`src/rtl/sic_exec_alu_q.sv`:
```
// In-order issue queue plus executor for one SIC: commits the head through the shared
// ALU lock, RF commit port and ECR table, and aborts heads whose branch dependency mispredicted.
package sic_exec_alu_q_pkg;
   typedef enum logic [3:0] {
      ALU_ADD = 4'd0, ALU_SUB, ALU_AND, ALU_OR, ALU_XOR, ALU_NOR,
      ALU_SLT, ALU_SLL, ALU_SRL, ALU_SRA, ALU_LUI
   } alu_op_t;

   typedef enum logic [1:0] {
      WB_ALU = 2'd0, WB_MEM = 2'd1, WB_PC = 2'd2, WB_NONE = 2'd3
   } wb_sel_t;

   // Field widths cover the largest supported configuration; the executor slices what it needs.
   typedef struct packed {
      logic [15:0] issue_id;
      alu_op_t     alu_op;
      logic        use_alu;
      logic        read_rs;
      logic        read_rt;
      logic [7:0]  rs_addr;
      logic [7:0]  rt_addr;
      logic [7:0]  rd_addr;
      logic [15:0] imm16;
      logic        alu_b_is_imm;
      logic        zero_ext;
      logic        write_gpr;
      wb_sel_t     wb_sel;
      logic        write_ecr;
      logic [7:0]  set_ecr_id;
      logic [7:0]  dep_ecr_id;
      logic        pred_taken;
   } sic_packet_t;
endpackage

module sic_exec_alu_q
   import sic_exec_alu_q_pkg::*;
#(
   parameter int SIC_ID       = 0,
   parameter int NUM_PHY_REGS = 64,
   parameter int NUM_ECRS     = 4,
   parameter int ID_WIDTH     = 8,
   parameter int DEPTH        = 4,
   parameter int FLUSH_ALL    = 1,
   parameter int CNT_W        = 16,
   localparam int ECR_W       = (NUM_ECRS > 1) ? $clog2(NUM_ECRS) : 1,
   localparam int OCC_W       = $clog2(DEPTH + 1)
)(
   input  logic                clk,
   input  logic                rst_n,
   input  logic                in_valid,
   output logic                in_ready,
   input  sic_packet_t         in_pkt,
   output logic                head_valid,
   output sic_packet_t         head_pkt,
   input  logic                rs_valid,
   input  logic                rt_valid,
   input  logic [31:0]         rs_rdata,
   input  logic [31:0]         rt_rdata,
   output logic                ecr_read_en,
   output logic [ECR_W-1:0]    ecr_read_addr,
   input  logic [1:0]          ecr_read_data,
   output logic                alu_lock_req,
   output logic [ID_WIDTH-1:0] alu_lock_id,
   output logic                alu_release,
   input  logic                alu_grant,
   output alu_op_t             alu_op,
   output logic [31:0]         alu_a,
   output logic [31:0]         alu_b,
   input  logic [31:0]         alu_c,
   input  logic                alu_zero,
   output logic                rf_wcommit,
   output logic [31:0]         rf_wdata,
   output logic                ecr_wen,
   output logic [ECR_W-1:0]    ecr_waddr,
   output logic [1:0]          ecr_wdata,
   output logic [OCC_W-1:0]    occupancy,
   output logic [CNT_W-1:0]    commit_cnt,
   output logic [CNT_W-1:0]    abort_cnt
);
   localparam int PTR_W = $clog2(DEPTH);

   if (NUM_PHY_REGS > 256 || ID_WIDTH > 16 || NUM_ECRS > 128) begin : g_bad_cfg
      $error("sic_exec_alu_q %0d: configuration exceeds packet field widths", SIC_ID);
   end

   function automatic logic [CNT_W-1:0] sat_inc(input logic [CNT_W-1:0] v, input logic en);
      return (en && (v != '1)) ? v + 1'b1 : v;
   endfunction

   sic_packet_t      r_mem [DEPTH];
   logic [PTR_W-1:0] r_rd, r_wr;
   logic [OCC_W-1:0] r_count;
   logic             r_release;
   logic [CNT_W-1:0] r_commit_cnt, r_abort_cnt;

   sic_packet_t      w_head;
   logic             w_valid, w_need_alu, w_rf_ok, w_dep, w_ecr_ok;
   logic             w_abort, w_commit, w_push, w_pop, w_flush;
   logic [31:0]      w_imm_ext;

   assign w_head     = r_mem[r_rd];
   assign w_valid    = (r_count != '0);
   assign w_need_alu = w_valid & w_head.use_alu;
   assign w_rf_ok    = (!w_head.read_rs | rs_valid) & (!w_head.read_rt | rt_valid);
   assign w_dep      = w_head.dep_ecr_id[ECR_W];
   assign w_ecr_ok   = !w_dep | (ecr_read_data == 2'b01);
   assign w_abort    = w_valid & w_dep & (ecr_read_data == 2'b10);
   assign w_commit   = w_valid & w_rf_ok & w_ecr_ok & (!w_need_alu | alu_grant) & !w_abort;

   assign w_push  = in_valid & in_ready;
   assign w_flush = w_abort & (FLUSH_ALL != 0);
   assign w_pop   = w_commit | (w_abort & (FLUSH_ALL == 0));

   assign w_imm_ext = w_head.zero_ext ? {16'h0000, w_head.imm16}
                                      : {{16{w_head.imm16[15]}}, w_head.imm16};

   assign in_ready      = (r_count < OCC_W'(DEPTH));
   assign head_valid    = w_valid;
   assign head_pkt      = w_head;
   assign occupancy     = r_count;
   assign ecr_read_en   = w_valid & w_dep;
   assign ecr_read_addr = w_head.dep_ecr_id[ECR_W-1:0];
   assign alu_lock_req  = w_need_alu & !w_abort;
   assign alu_lock_id   = w_head.issue_id[ID_WIDTH-1:0];
   assign alu_release   = r_release;
   assign alu_op        = w_head.alu_op;
   assign alu_a         = rs_rdata;
   assign alu_b         = w_head.alu_b_is_imm ? w_imm_ext : rt_rdata;
   assign rf_wcommit    = w_commit & w_head.write_gpr & (w_head.wb_sel == WB_ALU);
   assign rf_wdata      = alu_c;
   assign ecr_wen       = w_commit & w_head.write_ecr;
   assign ecr_waddr     = w_head.set_ecr_id[ECR_W-1:0];
   assign ecr_wdata     = (alu_zero == w_head.pred_taken) ? 2'b01 : 2'b10;
   assign commit_cnt    = r_commit_cnt;
   assign abort_cnt     = r_abort_cnt;

   // Queue storage carries no reset; validity is tracked by r_count alone.
   always_ff @(posedge clk) begin
      if (w_push && !w_flush) r_mem[r_wr] <= in_pkt;
   end

   // A full flush also swallows any packet enqueued in the same cycle.
   always_ff @(posedge clk or negedge rst_n) begin
      if (!rst_n) begin
         r_rd         <= '0;
         r_wr         <= '0;
         r_count      <= '0;
         r_release    <= 1'b0;
         r_commit_cnt <= '0;
         r_abort_cnt  <= '0;
      end else begin
         if (w_flush) begin
            r_count <= '0;
            r_rd    <= r_wr;
         end else begin
            if (w_push) r_wr <= r_wr + 1'b1;
            if (w_pop)  r_rd <= r_rd + 1'b1;
            if (w_push && !w_pop)      r_count <= r_count + 1'b1;
            else if (!w_push && w_pop) r_count <= r_count - 1'b1;
         end
         r_release    <= (w_commit | w_abort) & w_need_alu;
         r_commit_cnt <= sat_inc(r_commit_cnt, w_commit);
         r_abort_cnt  <= sat_inc(r_abort_cnt, w_abort);
      end
   end
endmodule

```
`config.mk`:
```
export PLATFORM = sky130hd
export DESIGN_NAME = sic_exec_alu_q
export DESIGN_NICKNAME = d
export VERILOG_FILES = /design/src/rtl/sic_exec_alu_q.sv
export SDC_FILE = /design/constraint.sdc
export NUM_CORES = 1
export LEC_CHECK = 0
export BUFFER_PORTS_ARGS = -buffer_cell sky130_fd_sc_hd__buf_2
export CORE_MARGIN = 5
export CORE_UTILIZATION = 35
export DETAILED_ROUTE_END_ITERATION = 10
export PLACE_DENSITY_LB_ADDON = 0.3
export REMOVE_ABC_BUFFERS = 1
export SYNTH_ARGS = -nofsm -noshare
export SYNTH_HDL_FRONTEND = slang
export SYNTH_SLANG_ARGS = --single-unit
export TNS_END_PERCENT = 30
```
`constraint.sdc`:
```
create_clock -name clk -period 4.3 [get_ports clk]
set_input_delay 0.215 -clock clk [delete_from_list [all_inputs] [get_ports clk]]
set_output_delay 0.215 -clock clk [all_outputs]
set_load 0.05 [all_outputs]
```
# After elaboration in Yosys (flattened, before gate mapping)
# Memories as Yosys holds them, arrays and structs flattened.
# Index checks and enable logic that the tools add are counted.
dict set report op_classes {
  bitwise 20
  n_eq_ne 5
  mux 10
  n_reduce_logical 17
  addsub 6
  order_cmp 1
}
# operator n
set op_table {}
lappend op_table {{2-to-1 mux 32 bit} 2}
lappend op_table {{adder 16 x 1 -> 16 bit (second input constant)} 2}
lappend op_table {{inequality test 16 bit (second input constant)} 2}
lappend op_table {{AND 1 bit} 14}
lappend op_table {{2-to-1 mux 3 bit} 3}
lappend op_table {{logical NOT 1 bit} 7}
lappend op_table {{2-to-1 mux 2 bit} 3}
lappend op_table {{nonzero test 3 bit} 2}
lappend op_table {{logical AND 1 bit} 5}
lappend op_table {{bitwise OR 1 bit} 5}
lappend op_table {{adder 2 x 1 -> 2 bit (second input constant)} 2}
lappend op_table {{adder 3 x 1 -> 3 bit (second input constant)} 1}
lappend op_table {{less-than comparator 3 bit (second input constant)} 1}
lappend op_table {{subtractor 3 x 1 -> 3 bit (second input constant)} 1}
lappend op_table {{equality test 2 x 1 -> 1 bit (second input constant)} 1}
lappend op_table {{equality test 2 bit (second input constant)} 1}
lappend op_table {{logical NOT 2 bit} 1}
lappend op_table {{2-to-1 mux 1 bit} 2}
lappend op_table {{AND reduction 2 bit} 1}
lappend op_table {{nonzero test 2 bit} 1}
lappend op_table {{equality test 1 bit} 1}
lappend op_table {{NOT 1 bit} 1}
dict set report totals {
  out_inout_bits 242
  wordCells 66
  n_memories 1
  mem_bits_rw 344
  reg_bits 40
  in_bits 191
}
# name depth word_bits rd rd_clocked_by_memory_dff wr line_no
set memory_table {}
lappend memory_table {r_mem 4 86 1 0 1 90} ;# sic_packet_t r_mem [DEPTH];

# Longest topological paths before layout
# Gate-level depths: netlist of run 1.
# An unclocked memory read counts as a cell.
dict set report depth {
  ltp_word 12
  depth_mapped 11
  ltp_nobuf 8
}

# Worst setup path before layout of run 1
# Ideal clock, no wire load.
dict set report synth_path {
  path_type {reg2reg}
  from {reg r_count[0], in the netlist occupancy[0]}
  to {mem r_mem[0][0] (netlist bit) (enable)}
  arrival_time_ns 3.688
  path_stages_with_launch 5
  period_less_slack_ns 4.142
  required_time_ns 3.846
  setup_time_ns 0.454
  path_slack_ns 0.158
  path_buffers 1
  cell_sequence {dfrtp_1 > or3_1 > clkbuf_1 > nand4b_1 > and3_1}
}
dict set report synth_via {
  elab_chain_cells 7
  word_cells_on_any_way 9
  cone_classes {order compare: 1; mux: 2; bitwise: 3; reduce/logical: 3}
}
# element line_no
set synth_rtl {}
lappend synth_rtl {{start, declared} 92} ;# logic [OCC_W-1:0] r_count;
lappend synth_rtl {{start signal, assigned} 158} ;# if (w_push && !w_pop) r_count <= r_count + 1'b1;
lappend synth_rtl {{start signal, assigned} 159} ;# else if (!w_push && w_pop) r_count <= r_count - 1'b1;
lappend synth_rtl {{nonzero test 3 bit} 102} ;# assign w_valid = (r_count != '0);
lappend synth_rtl {{named net head_valid} 53} ;# output logic head_valid,
lappend synth_rtl {{AND 1 bit (2 in a row)} 107} ;# assign w_abort = w_valid & w_dep & (ecr_read_data == 2'b10);
lappend synth_rtl {{logical NOT 1 bit} 139} ;# if (w_push && !w_flush) r_mem[r_wr] <= in_pkt;
lappend synth_rtl {{logical AND 1 bit} 139}
lappend synth_rtl {{2-to-1 mux 1 bit} 139}
lappend synth_rtl {{2-to-1 mux 1 bit (not written as such)} 139}
lappend synth_rtl {{end, declared} 90}
# The timed path passes the listed nets, and every way through them passes these cells.

# Worst setup path after layout of run 1
dict set report layout_path {
  from {reg r_rd[0]}
  to {out alu_b[26]}
}
dict set report layout_via {
  elab_chain_cells 3
}
# element line_no
set layout_rtl {}
lappend layout_rtl {{start, declared} 91} ;# logic [PTR_W-1:0] r_rd, r_wr;
lappend layout_rtl {{start signal, assigned} 154} ;# r_rd <= r_wr;
lappend layout_rtl {{start signal, assigned} 157} ;# if (w_pop) r_rd <= r_rd + 1'b1;
lappend layout_rtl {{memory read (4 x 86 bit) *} --}
lappend layout_rtl {{2-to-1 mux 32 bit} 114} ;# assign w_imm_ext = w_head.zero_ext ? {16'h0000, w_head.imm16}
lappend layout_rtl {{2-to-1 mux 32 bit *} 128} ;# assign alu_b = w_head.alu_b_is_imm ? w_imm_ext : rt_rdata;
lappend layout_rtl {{end, declared} 68} ;# output logic [31:0] alu_b,
# Mark *: on every way between the ends. The rest lies on a longest branch, timed or not.

==> summary.log, run 1 <==
[logic_synthesis] number of cells produced by synthesis 822
[logic_synthesis] ranking of synthesized cells by area edfxtp_1, mux4_2, dfrtp_1, buf_4, nand2_1
[pwr] PD cells 775 nW/um^2
[hold_path] hold path depth 4
[place] weighted congestion at the end of routability-driven global placement 0.749
[place] Placed Cells incl. Taps 1625
[drt] via total after detailed routing 8673
[global_route] number of global-route vias before repair 8847
[clock_tree] worst-skew pair later-pin latency 0.56 ns
[cells_and_area] final layout net count 1364
[hold_path] class of the tightest hold or removal check input pin to flip-flop
[floorplanning] I/O pin count 433
[clock_tree] number of buffers inserted by post-CTS setup repair 0
[logic_synthesis] count of distinct cell types in the synthesized netlist 46
[logic_synthesis] cell area after synthesis 15500 sq um
[pwr] largest voltage drop on the vdd net 0.643 mV
[floorplanning] core area 44000 sq um
[floorplanning] overall die area 48600 sq um
[worst_setup_path] depth of the most critical reg-to-reg path 9
[global_route] maximum number of pins on one net before global-route repair 41
[cells_and_area] fill cell total of the finished layout 3873
[global_route] overall global routing resource usage 16.3%
[logic_synthesis] Post-Synth Adder-Cell Area 0.614%
[logic_synthesis] share of synthesized registers carrying an async set or reset 10.4%
[timing] final setup violation count 0
[worst_setup_path] largest fanout of any net on the critical path 31
[logic_synthesis] largest family of logic cells by synthesized area multiplexers
[worst_setup_path] start point of the critical path r_rd[0]$_DFFE_PN0P_
[cells_and_area] area of combinational cells with multiple inputs 3380 sq um
[timing] Setup Skew 0.00961 ns
[logic_synthesis] fraction of synthesized cell area in xor and xnor cells 1.73%
[timing] max frequency 0.293 GHz
[worst_setup_path] crit path cell chain buf_4 -> inv_1 -> nand2_1 -> nand2_1 -> clkinv_1 -> nand2_1 -> nor2_1 -> buf_4 -> a21o_1 -> buf_2
[timing] final clock period utilization by the worst path 79.4%
[worst_setup_path] cell type of the slowest stage on the worst timing path buf_4
[clock_tree] number of CTS-inserted buffers 43
[logic_synthesis] flip-flop cell with the highest count after synthesis edfxtp_1
[clock_tree] Post-CTS Hold Buffers 88
[timing] final setup margin 0.887 ns
[worst_setup_path] endpoint of the worst register-to-register path occupancy[1]$_DFFE_PN0P_
[drt] average wire length per cell after detail routing 22.5 microns
[logic_synthesis] Synth top area share 66.7%
[logic_synthesis] register area share after synthesis 73.1%
[global_route] total grt overflow 0
[cells_and_area] Sequential cell area 11300 sq um
[drt] Detail Route Antenna Nets 0
[clock_tree] number of gates resized after cts 0
[flow_run] number of max-cap violations 0
[timing] number of failing hold endpoints at the final stage 0
[cells_and_area] signed area change from the synthesized netlist to the final layout 25.8%
[drt] vias per cell 4.83
[logic_synthesis] complex-gate fraction of the synthesized area 1.62%
[drt] first drt pass iteration count 5
[floorplanning] initial core utilization 35.2%
[logic_synthesis] proportion of synthesized area in mux cells 13.0%
[clock_tree] buffer cell driving the clock tree root clkbuf_16
[place] Place WS 1.30 ns
[cells_and_area] layout cell share with drive strength beyond 1 39.9%
[logic_synthesis] Syn. warnings 0
[timing] Slew HR 37.3%
[timing] RSZ-0062 raised after global routing no
[clock_tree] CTS tree yes
[logic_synthesis] most area-hungry cell type in the Yosys netlist edfxtp_1
[worst_setup_path] worst path buffer plus inverter count 5
[global_route] wire length of the first global-routing pass 58.2 mm
[worst_setup_path] crit end category output port
[worst_setup_path] largest stage delay on the critical path 0.55 ns
[pwr] leakage power total 0.00729 uW
[worst_setup_path] data arrival time at the worst-slack endpoint 3.20 ns
[pwr] Pwr Total 15100 uW
[run_status] result of the run finished clean
[clock_tree] clk buf depth 3
[worst_setup_path] Crit path required time 4.09 ns
[worst_setup_path] reg2reg setup slack 1.46 ns
[floorplanning] x dimension of the die 220 microns
[timing] setup tns final 0 ns
[floorplanning] floorplan row count 77
[clock_tree] number of levels the H-tree was split into 2
[timing] Least-Margin Pin Slew 0.940 ns
[drt] number of DRC violations after detailed-routing iteration 0 526
[worst_setup_path] CP most frequent cell nand2_1
[clock_tree] clock transition time at the flip-flop clock pins of the worst setup and hold paths 0.06 ns
[floorplanning] Chip Height 220 microns
[worst_setup_path] critical path type flip-flop to output port
[cells_and_area] Layout Cells excl Fill 1794
[worst_setup_path] depth of the critical timing path with buffers and inverters included 10
[global_route] number of antenna violations at the first check in global routing 5
[worst_setup_path] Largest delay share family, worst path buffers and inverters
[worst_setup_path] CP endpoint alu_b[26]
[worst_setup_path] startpoint of the most critical register-to-register path r_rd[0]$_DFFE_PN0P_
[logic_synthesis] average instance area after synthesis 18.8 sq um
[place] detailed placer's ending HPWL 26.9 mm
[logic_synthesis] simple-gate share of the synthesized area 4.69%
[timing] post-layout min period 3.41 ns
[cells_and_area] Core Util, Final 44.3%
[clock_tree] Num Clock Sinks 384
[place] Port Buf Inserts 304
[cells_and_area] most used cells in the layout excluding fill and tap cells edfxtp_1, buf_2, dlygate4sd3_1, mux4_2, nand2_1
[drt] total DRC errors in the routed layout 0
[logic_synthesis] number of enable flip-flop cells after synthesis 344
[drt] final routed wirelength across all metal layers 40.4 mm
[worst_setup_path] Critical Path Source Type flip-flop
[timing] final-report max-slew violation count 0
[cells_and_area] most common cell after layout, fill and taps aside edfxtp_1
[logic_synthesis] register bit count reported by yosys 384
logic make-up after synthesis:
group	Yosys count
AO/OA/AOI/OAI	34
XOR/XNOR	29
adder cells (fa/ha/maj)	7
buffers and inverters	124
flip-flops	384
multiplexers	95
AND/OR/NAND/NOR	149
per-layer routing:
layer | track usage [%] | up-vias | routed length, microns
li1 | - | 3853 | -
met1 | 21.8 | 4349 | 17200
met2 | 22.8 | 396 | 17000
met3 | 8.82 | 67 | 5060
met4 | 4.33 | 8 | 811
met5 | 4.65 | - | 320
power breakdown:
group | switching (uW) | internal [uW] | total [uW]
logic | 4960 | 1820 | 6780
registers | 239 | 4550 | 4790
clock network | 1470 | 2060 | 3530
total | 6660 | 8440 | 15100
worst min-delay path by stage:
| stage | start | endpoint |
|---|---|---|
| detailed placement | rst_n | abort_cnt[10]$_DFFE_PN0P_ |
| global route | ecr_read_data[1] | occupancy[0]$_DFFE_PN0P_ |
| floorplan | rst_n | abort_cnt[0]$_DFFE_PN0P_ |
| CTS | ecr_read_data[0] | occupancy[0]$_DFFE_PN0P_ |
| finish | ecr_read_data[1] | occupancy[0]$_DFFE_PN0P_ |
| global placement | rst_n | abort_cnt[10]$_DFFE_PN0P_ |
sequential cells by signal, summed over array words and instances, names as in the netlist:
register     count
abort_cnt       16
alu_release      1
commit_cnt      16
occupancy        3
r_mem          344
r_rd             2
r_wr             2
worst register-to-register path, delay by kind of cell (launching register included):
family,cells,cell delay [ns]
buffers and inverters,2,0.81
DFF,1,0.50
adders and majority gates,1,0.44
AOI/OAI and AO/OA,1,0.46
and+or+nand+nor,4,0.48
muxes,1,0.09
stage by stage:
stage | hold WS [ns] | area (sq um)
CTS | 0.248 | 19500
detailed placement | 0.421 | 17300
floorplan | -0.0806 | 14700
global placement | 0.414 | 17300
global route | 0.303 | 19500
finish | 0.289 | 19500
area by class of cell:
type                            instances  area share [%]
Clock buffer                           54            5.84
Clock inverter                         24            1.09
Sequential cell                       384            58.2
Timing Repair Buffer                  411            13.5
Multi-Input combinational cell        314            17.3
Tap cell                              592            3.80
Antenna cell                            3          0.0385
Inverter                               12           0.231
cell usage after synthesis (all sizes together) (2+ instances only):
cell type  count
a41oi          2
buf           96
nor2b          4
xnor2         20
nand4b         2
clkbuf        16
a31oi          2
and4           3
inv           11
mux2           3
nand3         14
nand2         70
nor3           9
dfrtp         40
a21oi          2
ha             6
nor2          16
and3           8
mux4          85
or3            2
mux2i          7
and2           4
o21ai          3
nor4           2
nor3b          2
edfxtp       344
nand4         12
a21o          16
o31ai          2
xor2           8
Note: power is estimated with default switching activity, not from simulation.
==> run 2, diff against run 1 <==
==> constraint.sdc (replaced) <==
create_clock -name clk -period 3.3 [get_ports clk]
set_input_delay 0.165 -clock clk [delete_from_list [all_inputs] [get_ports clk]]
set_output_delay 0.165 -clock clk [all_outputs]
set_load 0.05 [all_outputs]
==> run 2 against run 1 <==
Effect of this change:
- cell count is 0.33% lower
- worst setup slack worse by 0.65 ns
- clock power is 30% higher
- clock-buffer cell count fell by 3
- combinational power increased by 30%
- cell area is essentially flat
- sequential power is 29% higher
- first-iteration DRC count shrank 5.5%
- non-clock buffer count decreased by 2
- largest cell class unchanged
==> summary.log, run 2 (same netlist as run 1, synthesis figures left out) <==
[worst_setup_path] largest stage delay on the critical path 0.54 ns [was 0.55 ns]
[timing] max frequency 0.327 GHz
[drt] number of DRC violations after detailed-routing iteration 0 497 [was 526]
[global_route] maximum number of pins on one net before global-route repair 87 [was 41]
[global_route] number of global-route vias before repair 8941 [was 8847]
[clock_tree] number of CTS-inserted buffers 42 [was 43]
[clock_tree] number of levels the H-tree was split into 2 [unchanged]
[hold_path] class of the tightest hold or removal check input pin to async pin [was input pin to flip-flop]
[worst_setup_path] cell type of the slowest stage on the worst timing path mux4_2 [was buf_4]
[clock_tree] number of buffers inserted by post-CTS setup repair 0 [unchanged]
[cells_and_area] Post-Layout Inst Area 19500 sq um [about the same]
[timing] final clock period utilization by the worst path 92.8%
[timing] Setup Skew 0.0116 ns [was 0.00961 ns]
[worst_setup_path] Crit path required time 3.13 ns [was 4.09 ns]
[cells_and_area] most used cells in the layout excluding fill and tap cells edfxtp_1, buf_2, dlygate4sd3_1, mux4_2, nand2_1 [unchanged]
[floorplanning] I/O pin count 433 [unchanged]
[floorplanning] floorplan row count 77 [unchanged]
[timing] post-layout min period 3.06 ns
[clock_tree] Num Clock Sinks 384 [unchanged]
[worst_setup_path] crit end category output port [unchanged]
[clock_tree] worst-skew pair later-pin latency 0.55 ns [was 0.56 ns]
[cells_and_area] layout cell share with drive strength beyond 1 39.9% [about the same]
[pwr] leakage power total 0.00728 uW [was 0.00729 uW]
[worst_setup_path] critical path type flip-flop to output port [unchanged]
[drt] vias per cell 4.79 [was 4.83]
[timing] RSZ-0062 raised after global routing no [unchanged]
[pwr] Pwr Total 19600 uW [was 15100 uW]
[timing] Slew HR 37.1% [was 37.3%]
[floorplanning] overall die area 48600 sq um [unchanged]
[drt] final routed wirelength across all metal layers 38.6 mm [was 40.4 mm]
[drt] Detail Route Antenna Nets 0 [unchanged]
[worst_setup_path] data arrival time at the worst-slack endpoint 2.90 ns [was 3.20 ns]
[timing] Least-Margin Pin Slew 0.943 ns [was 0.940 ns]
[worst_setup_path] crit path cell chain mux4_2 -> a22o_1 -> nor4_4 -> buf_6 -> and3_1 -> buf_2 [was buf_4 -> inv_1 -> nand2_1 -> nand2_1 -> clkinv_1 -> nand2_1 -> nor2_1 -> buf_4 -> a21o_1 -> buf_2]
[worst_setup_path] Critical Path Source Type flip-flop [unchanged]
[pwr] largest voltage drop on the vdd net 0.700 mV [was 0.643 mV]
[place] Placement Cell Area 17300 sq um [about the same]
[drt] average wire length per cell after detail routing 21.6 microns [was 22.5 microns]
[worst_setup_path] Largest delay share family, worst path multiplexers [was buffers and inverters]
[place] Port Buf Inserts 304 [unchanged]
[global_route] total grt overflow 0 [unchanged]
[worst_setup_path] worst path buffer plus inverter count 2 [was 5]
[drt] via total after detailed routing 8564 [was 8673]
[clock_tree] clk buf depth 3 [unchanged]
[cells_and_area] Core Util, Final 44.3% [about the same]
[place] weighted congestion at the end of routability-driven global placement 0.747 [was 0.749]
[global_route] number of antenna violations at the first check in global routing 3 [was 5]
[pwr] switching fraction of total power 43.4% [was 44.1%]
[floorplanning] initial core utilization 35.2% [unchanged]
[cells_and_area] signed area change from the synthesized netlist to the final layout 25.8% [about the same]
[timing] setup tns final 0 ns [unchanged]
[timing] final setup violation count 0 [unchanged]
[clock_tree] clock transition time at the flip-flop clock pins of the worst setup and hold paths 0.06 ns [about the same]
[pwr] sw power 8510 uW [was 6660 uW]
[timing] final-report max-slew violation count 0 [unchanged]
[pwr] portion of total power attributed to combinational logic 45.0% [was 44.9%]
[pwr] PD cells 1010 nW/um^2 [was 775 nW/um^2]
[flow_run] number of max-cap violations 0 [unchanged]
[clock_tree] buffer cell driving the clock tree root clkbuf_16 [unchanged]
[cells_and_area] number of flip-flops under the largest register name 344 [unchanged]
[place] detailed placer's ending HPWL 25.5 mm [was 26.9 mm]
[pwr] proportion of power drawn by the clock network 23.4% [about the same]
[run_status] result of the run finished clean [unchanged]
[cells_and_area] final layout net count 1361 [was 1364]
[drt] total DRC errors in the routed layout 0 [unchanged]
[floorplanning] x dimension of the die 220 microns [unchanged]
[cells_and_area] most common cell after layout, fill and taps aside edfxtp_1 [unchanged]
[floorplanning] Chip Height 220 microns [unchanged]
[worst_setup_path] largest fanout of any net on the critical path 29 [was 31]
[global_route] wire length of the first global-routing pass 56.3 mm [was 58.2 mm]
[floorplanning] core area 44000 sq um [unchanged]
[cells_and_area] register bank with the most flops r_mem [unchanged]
[timing] number of failing hold endpoints at the final stage 0 [unchanged]
[drt] first drt pass iteration count 4 [was 5]
[global_route] overall global routing resource usage 15.6% [was 16.3%]
[pwr] share of total power in sequential cells 31.6% [was 31.7%]
[pwr] internal power component 11100 uW [was 8440 uW]
[clock_tree] CTS tree yes [unchanged]
[run 2: changes by cell type in the layout (fill, tap and decap cells not counted), sizes merged]
cell	previous run	this run
clkbuf	54	51
clkinvlp	2	3
clkinv	19	15
buf	323	321
bufinv	3	5
[run 2: path summary, 6_finish.rpt]
check / start / to / slack (ns) / cells past startpoint
min in group clk: ecr_read_data[0] / abort_cnt[15]$_DFFE_PN0P_ / 0.30 / 5
max: r_rd[0]$_DFFE_PN0P_ / rf_wcommit / 0.24 / 6
min reg2reg: abort_cnt[6]$_DFFE_PN0P_ / abort_cnt[6]$_DFFE_PN0P_ / 0.50 / 1
min: rst_n / abort_cnt[10]$_DFFE_PN0P_ / 0.30 / 2
max in group asynchronous: rst_n / r_rd[1]$_DFFE_PN0P_ / 2.31 / 2
max reg2reg: r_rd[0]$_DFFE_PN0P_ / occupancy[1]$_DFFE_PN0P_ / 0.69 / 8
[run 2: timing repair]
item	in CTS	in global routing
resized for setup	0	1
endpoints found under the setup margin	0	1
hold endpoints to repair	385	0
hold buffers	88	0
[run 2: worst reg2reg max path, stage by stage, from the launching register on]
cell and delay, ns:
dfrtp_4 0.49, mux4_2 0.54, a22o_1 0.28, nor4_4 0.30
nor2_1 0.10, fa_1 0.50, nor3_1 0.06, mux2i_1 0.15
nand2_1 0.07
[run 2: layout make-up]
class	count	area [sq um]
Fill cell	3902	24500
Sequential cell	384	11300
Multi-Input combinational cell	314	3380
Timing Repair Buffer	409	2630
Clock buffer	51	1110
Tap cell	592	741
Clock inverter	23	243
Inverter	12	45.0
Antenna cell	3	7.51
[run 2: metrics by stage]
step / cells / setup slack, ns / hold slack [ns]
2_1_floorplan: 710 / -3.71 / -0.131
6_report: 1788 / 0.238 / 0.297
4_1_cts: 1785 / 0.0908 / 0.261
5_1_grt: 1786 / 0.0589 / 0.309
3_3_place_gp: 1623 / 0.659 / 0.330
3_5_place_dp: 1623 / 0.631 / 0.330
[run 2: power groups by stage]
stage	logic (uW)	registers [uW]	clock network, uW
3_3_place_gp	8850	6270	0
5_1_grt	9330	6250	4930
2_1_floorplan	6190	6870	0
4_1_cts	8970	6200	4720
3_5_place_dp	8860	6300	0
6_report	8830	6190	4580
[run 2: routing by layer]
metal	vias up	part of all wire (%)	wire, microns	track usage (%)
met1	4268	41	15800	20.0
li1	3835	-	-	-
met5	-	1.1	413	5.96
met3	56	13	5120	8.73
met4	10	2.1	793	4.68
met2	395	43	16400	22.1
==> run 3, diff against run 2 <==
==> constraint.sdc (replaced) <==
create_clock -name clk -period 3.3 [get_ports clk]
set_input_delay 0.66 -clock clk [delete_from_list [all_inputs] [get_ports clk]]
set_output_delay 0.66 -clock clk [all_outputs]
set_load 0.05 [all_outputs]
==> run 3 against run 2 <==
Effect of this change:
- clock-buffer cell count down 2
- sequential share of layout area up 2.1 points
- clock skew up 0.0082 ns
- worst setup slack worse by 0.17 ns
- power up 1.1%
- largest cell class unchanged
==> summary.log, run 3 (same netlist as run 1, synthesis figures left out) <==
[place] detailed placer's ending HPWL 25.6 mm [was 25.5 mm]
[cells_and_area] register bank with the most flops r_mem [unchanged]
[global_route] number of antenna violations at the first check in global routing 6 [was 3]
[flow_run] number of max-cap violations 0 [unchanged]
[timing] max frequency 0.309 GHz [was 0.327 GHz]
[worst_setup_path] critical path type flip-flop to output port [unchanged]
[global_route] most heavily used metal layer in global routing met2 [unchanged]
[floorplanning] floorplan row count 77 [unchanged]
[drt] vias per cell 4.85 [was 4.79]
[floorplanning] overall die area 48600 sq um [unchanged]
[cells_and_area] Core Util, Final 42.7% [was 44.3%]
[cells_and_area] signed area change from the synthesized netlist to the final layout 21.4% [was 25.8%]
[timing] post-layout min period 3.23 ns [was 3.06 ns]
[floorplanning] x dimension of the die 220 microns [unchanged]
[floorplanning] initial core utilization 35.2% [unchanged]
[global_route] number of global-route vias before repair 8476 [was 8941]
[timing] setup tns final 0 ns [unchanged]
[clock_tree] CTS tree yes [unchanged]
[global_route] wire length of the first global-routing pass 55.6 mm [was 56.3 mm]
[place] Placement Cell Area 17300 sq um [about the same]
[clock_tree] buffer cell driving the clock tree root clkbuf_16 [unchanged]
[pwr] largest voltage drop on the vdd net 0.938 mV [was 0.700 mV]
[pwr] sw power 8560 uW [was 8510 uW]
[worst_setup_path] largest fanout of any net on the critical path 6 [was 29]
[cells_and_area] Layout Cells excl Fill 1703 [was 1788]
[cells_and_area] layout cell share with drive strength beyond 1 43.9% [was 39.9%]
[drt] average wire length per cell after detail routing 22.6 microns [was 21.6 microns]
[clock_tree] number of CTS-inserted buffers 41 [was 42]
[drt] final routed wirelength across all metal layers 38.6 mm [about the same]
[cells_and_area] most used cells in the layout excluding fill and tap cells edfxtp_1, buf_2, mux4_2, nand2_1, clkbuf_16 [was edfxtp_1, buf_2, dlygate4sd3_1, mux4_2, nand2_1]
[worst_setup_path] startpoint of the most critical register-to-register path r_rd[0]$_DFFE_PN0P_ [unchanged]
[global_route] maximum number of pins on one net before global-route repair 48 [was 87]
[worst_setup_path] data arrival time at the worst-slack endpoint 2.57 ns [was 2.90 ns]
[floorplanning] core area 44000 sq um [unchanged]
[hold_path] class of the tightest hold or removal check input pin to async pin [unchanged]
[timing] final clock period utilization by the worst path 97.9% [was 92.8%]
[pwr] portion of total power attributed to combinational logic 45.9% [was 45.0%]
[timing] final-report max-slew violation count 0 [unchanged]
[cells_and_area] number of flip-flops under the largest register name 344 [unchanged]
[place] Place WS 0.377 ns [was 0.631 ns]
[clock_tree] number of levels the H-tree was split into 2 [unchanged]
[drt] via total after detailed routing 8265 [was 8564]
[place] weighted congestion at the end of routability-driven global placement 0.768 [was 0.747]
[cells_and_area] final layout net count 1282 [was 1361]
[run_status] result of the run finished clean [unchanged]
[timing] RSZ-0062 raised after global routing yes [was no]
[drt] number of DRC violations after detailed-routing iteration 0 577 [was 497]
[timing] final setup margin 0.0688 ns [was 0.238 ns]
[pwr] leakage power total 0.00699 uW [was 0.00728 uW]
[cells_and_area] Sequential cell area 11300 sq um [unchanged]
[drt] first drt pass iteration count 4 [unchanged]
[floorplanning] I/O pin count 433 [unchanged]
[drt] total DRC errors in the routed layout 0 [unchanged]
[worst_setup_path] start point of the critical path r_rd[0]$_DFFE_PN0P_ [unchanged]
[clock_tree] clock transition time at the flip-flop clock pins of the worst setup and hold paths 0.06 ns [about the same]
[drt] Detail Route Antenna Nets 0 [unchanged]
[clock_tree] Num Clock Sinks 384 [unchanged]
[worst_setup_path] Crit path required time 2.64 ns [was 3.13 ns]
[cells_and_area] area of combinational cells with multiple inputs 3380 sq um [about the same]
[cells_and_area] fill cell total of the finished layout 3888 [was 3902]
[global_route] met1 GRT Util 19.6% [was 20.0%]
[floorplanning] Chip Height 220 microns [unchanged]
[cells_and_area] Post-Layout Inst Area 18800 sq um [was 19500 sq um]
[timing] final setup violation count 0 [unchanged]
[timing] Least-Margin Pin Slew 0.919 ns [was 0.943 ns]
[place] Placed Cells incl. Taps 1625 [was 1623]
[timing] Setup Skew 0.0197 ns [was 0.0116 ns]
[global_route] M2 GR Usage 21.6% [was 22.1%]
[pwr] switching fraction of total power 43.2% [was 43.4%]
[worst_setup_path] crit end category output port [unchanged]
[pwr] PD cells 1050 nW/um^2 [was 1010 nW/um^2]
[worst_setup_path] Critical Path Source Type flip-flop [unchanged]
[global_route] total grt overflow 0 [unchanged]
[clock_tree] clk buf depth 3 [unchanged]
[timing] number of failing hold endpoints at the final stage 0 [unchanged]
[cells_and_area] most common cell after layout, fill and taps aside edfxtp_1 [unchanged]
[pwr] proportion of power drawn by the clock network 22.9% [was 23.4%]
[global_route] GR Util met3 10.2% [was 8.73%]
[pwr] share of total power in sequential cells 31.2% [was 31.6%]
[global_route] overall global routing resource usage 15.5% [was 15.6%]
[clock_tree] worst-skew pair later-pin latency 0.55 ns [about the same]
[place] Port Buf Inserts 304 [unchanged]
[pwr] internal power component 11300 uW [was 11100 uW]
[timing] Slew HR 38.7% [was 37.1%]
[clock_tree] Post-CTS Hold Buffers 0 [was 88]
## run 3: cell count changes in the layout (fill, tap and decap cells not counted), moves of 2 or more
cell           delta
dlygate4sd3_1    -88
buf_2            -18
clkbuf_4         +13
buf_4             +7
buf_6             +3
buf_12            +2
buf_16            +2
clkbuf_1          -2
clkinv_1          -2
diode_2           -2
## run 3: per-layer routing
metal	vias to the layer above	routed length (microns)
li1	3672	-
met5	-	366
met2	374	16200
met3	72	5580
met1	4129	15600
met4	18	788
## run 3: worst paths after layout
| path | to | slack, ns | cells past startpoint |
|---|---|---|---|
| worst max-delay path | rf_wcommit | 0.07 | 7 |
| worst min-delay path | abort_cnt[12]$_DFFE_PN0P_ | 0.25 | 1 |
| worst max register to register | occupancy[1]$_DFFE_PN0P_ | 0.49 | 11 |
| worst min register to register | abort_cnt[6]$_DFFE_PN0P_ | 0.49 | 1 |
| max in group asynchronous | r_rd[0]$_DFFE_PN0P_ | 2.39 | 1 |
| min in group clk | r_mem[0][79]$_DFFE_PP_ | 0.32 | 1 |
## run 3: worst max-delay path, cell delays in order (launching register included)
cell and delay [ns]:
dfrtp_4 0.49, buf_4 0.14, mux4_2 0.50, a22o_1 0.22, nor4_4 0.18, buf_6 0.16
and3_4 0.17, buf_6 0.15
## run 3: final cells by class
type / count / share of cell area (%)
Inverter: 12 / 0.253
Timing Repair Buffer: 331 / 10.5
Antenna cell: 1 / 0.0133
Clock buffer: 49 / 5.84
Clock inverter: 20 / 1.21
Multi-Input combinational cell: 314 / 18.0
Sequential cell: 384 / 60.3
Tap cell: 592 / 3.94
## run 3: power groups by stage
stage          clock [uW]  combinational (uW)  sequential (uW)
2_1_floorplan           0                6190             6870
3_5_place_dp            0                8910             6290
4_1_cts              4680                9100             6190
6_report             4540                9090             6190
3_3_place_gp            0                8900             6270
5_1_grt              4890                9600             6250
## run 3: timing repair
action,in CTS,in global routing
buffers inserted,5,1
gates resized for setup,8,24
gates cloned,1,1
pin swaps,1,0
setup endpoints to repair,74,26
## run 3: stage by stage
step / hold slack, ns / total power [uW]
CTS: 0.247 / 20000
detailed placement: 0.486 / 15200
finish: 0.245 / 19800
global placement: 0.482 / 15200
global route: 0.290 / 20700
floorplan: 0.364 / 13100
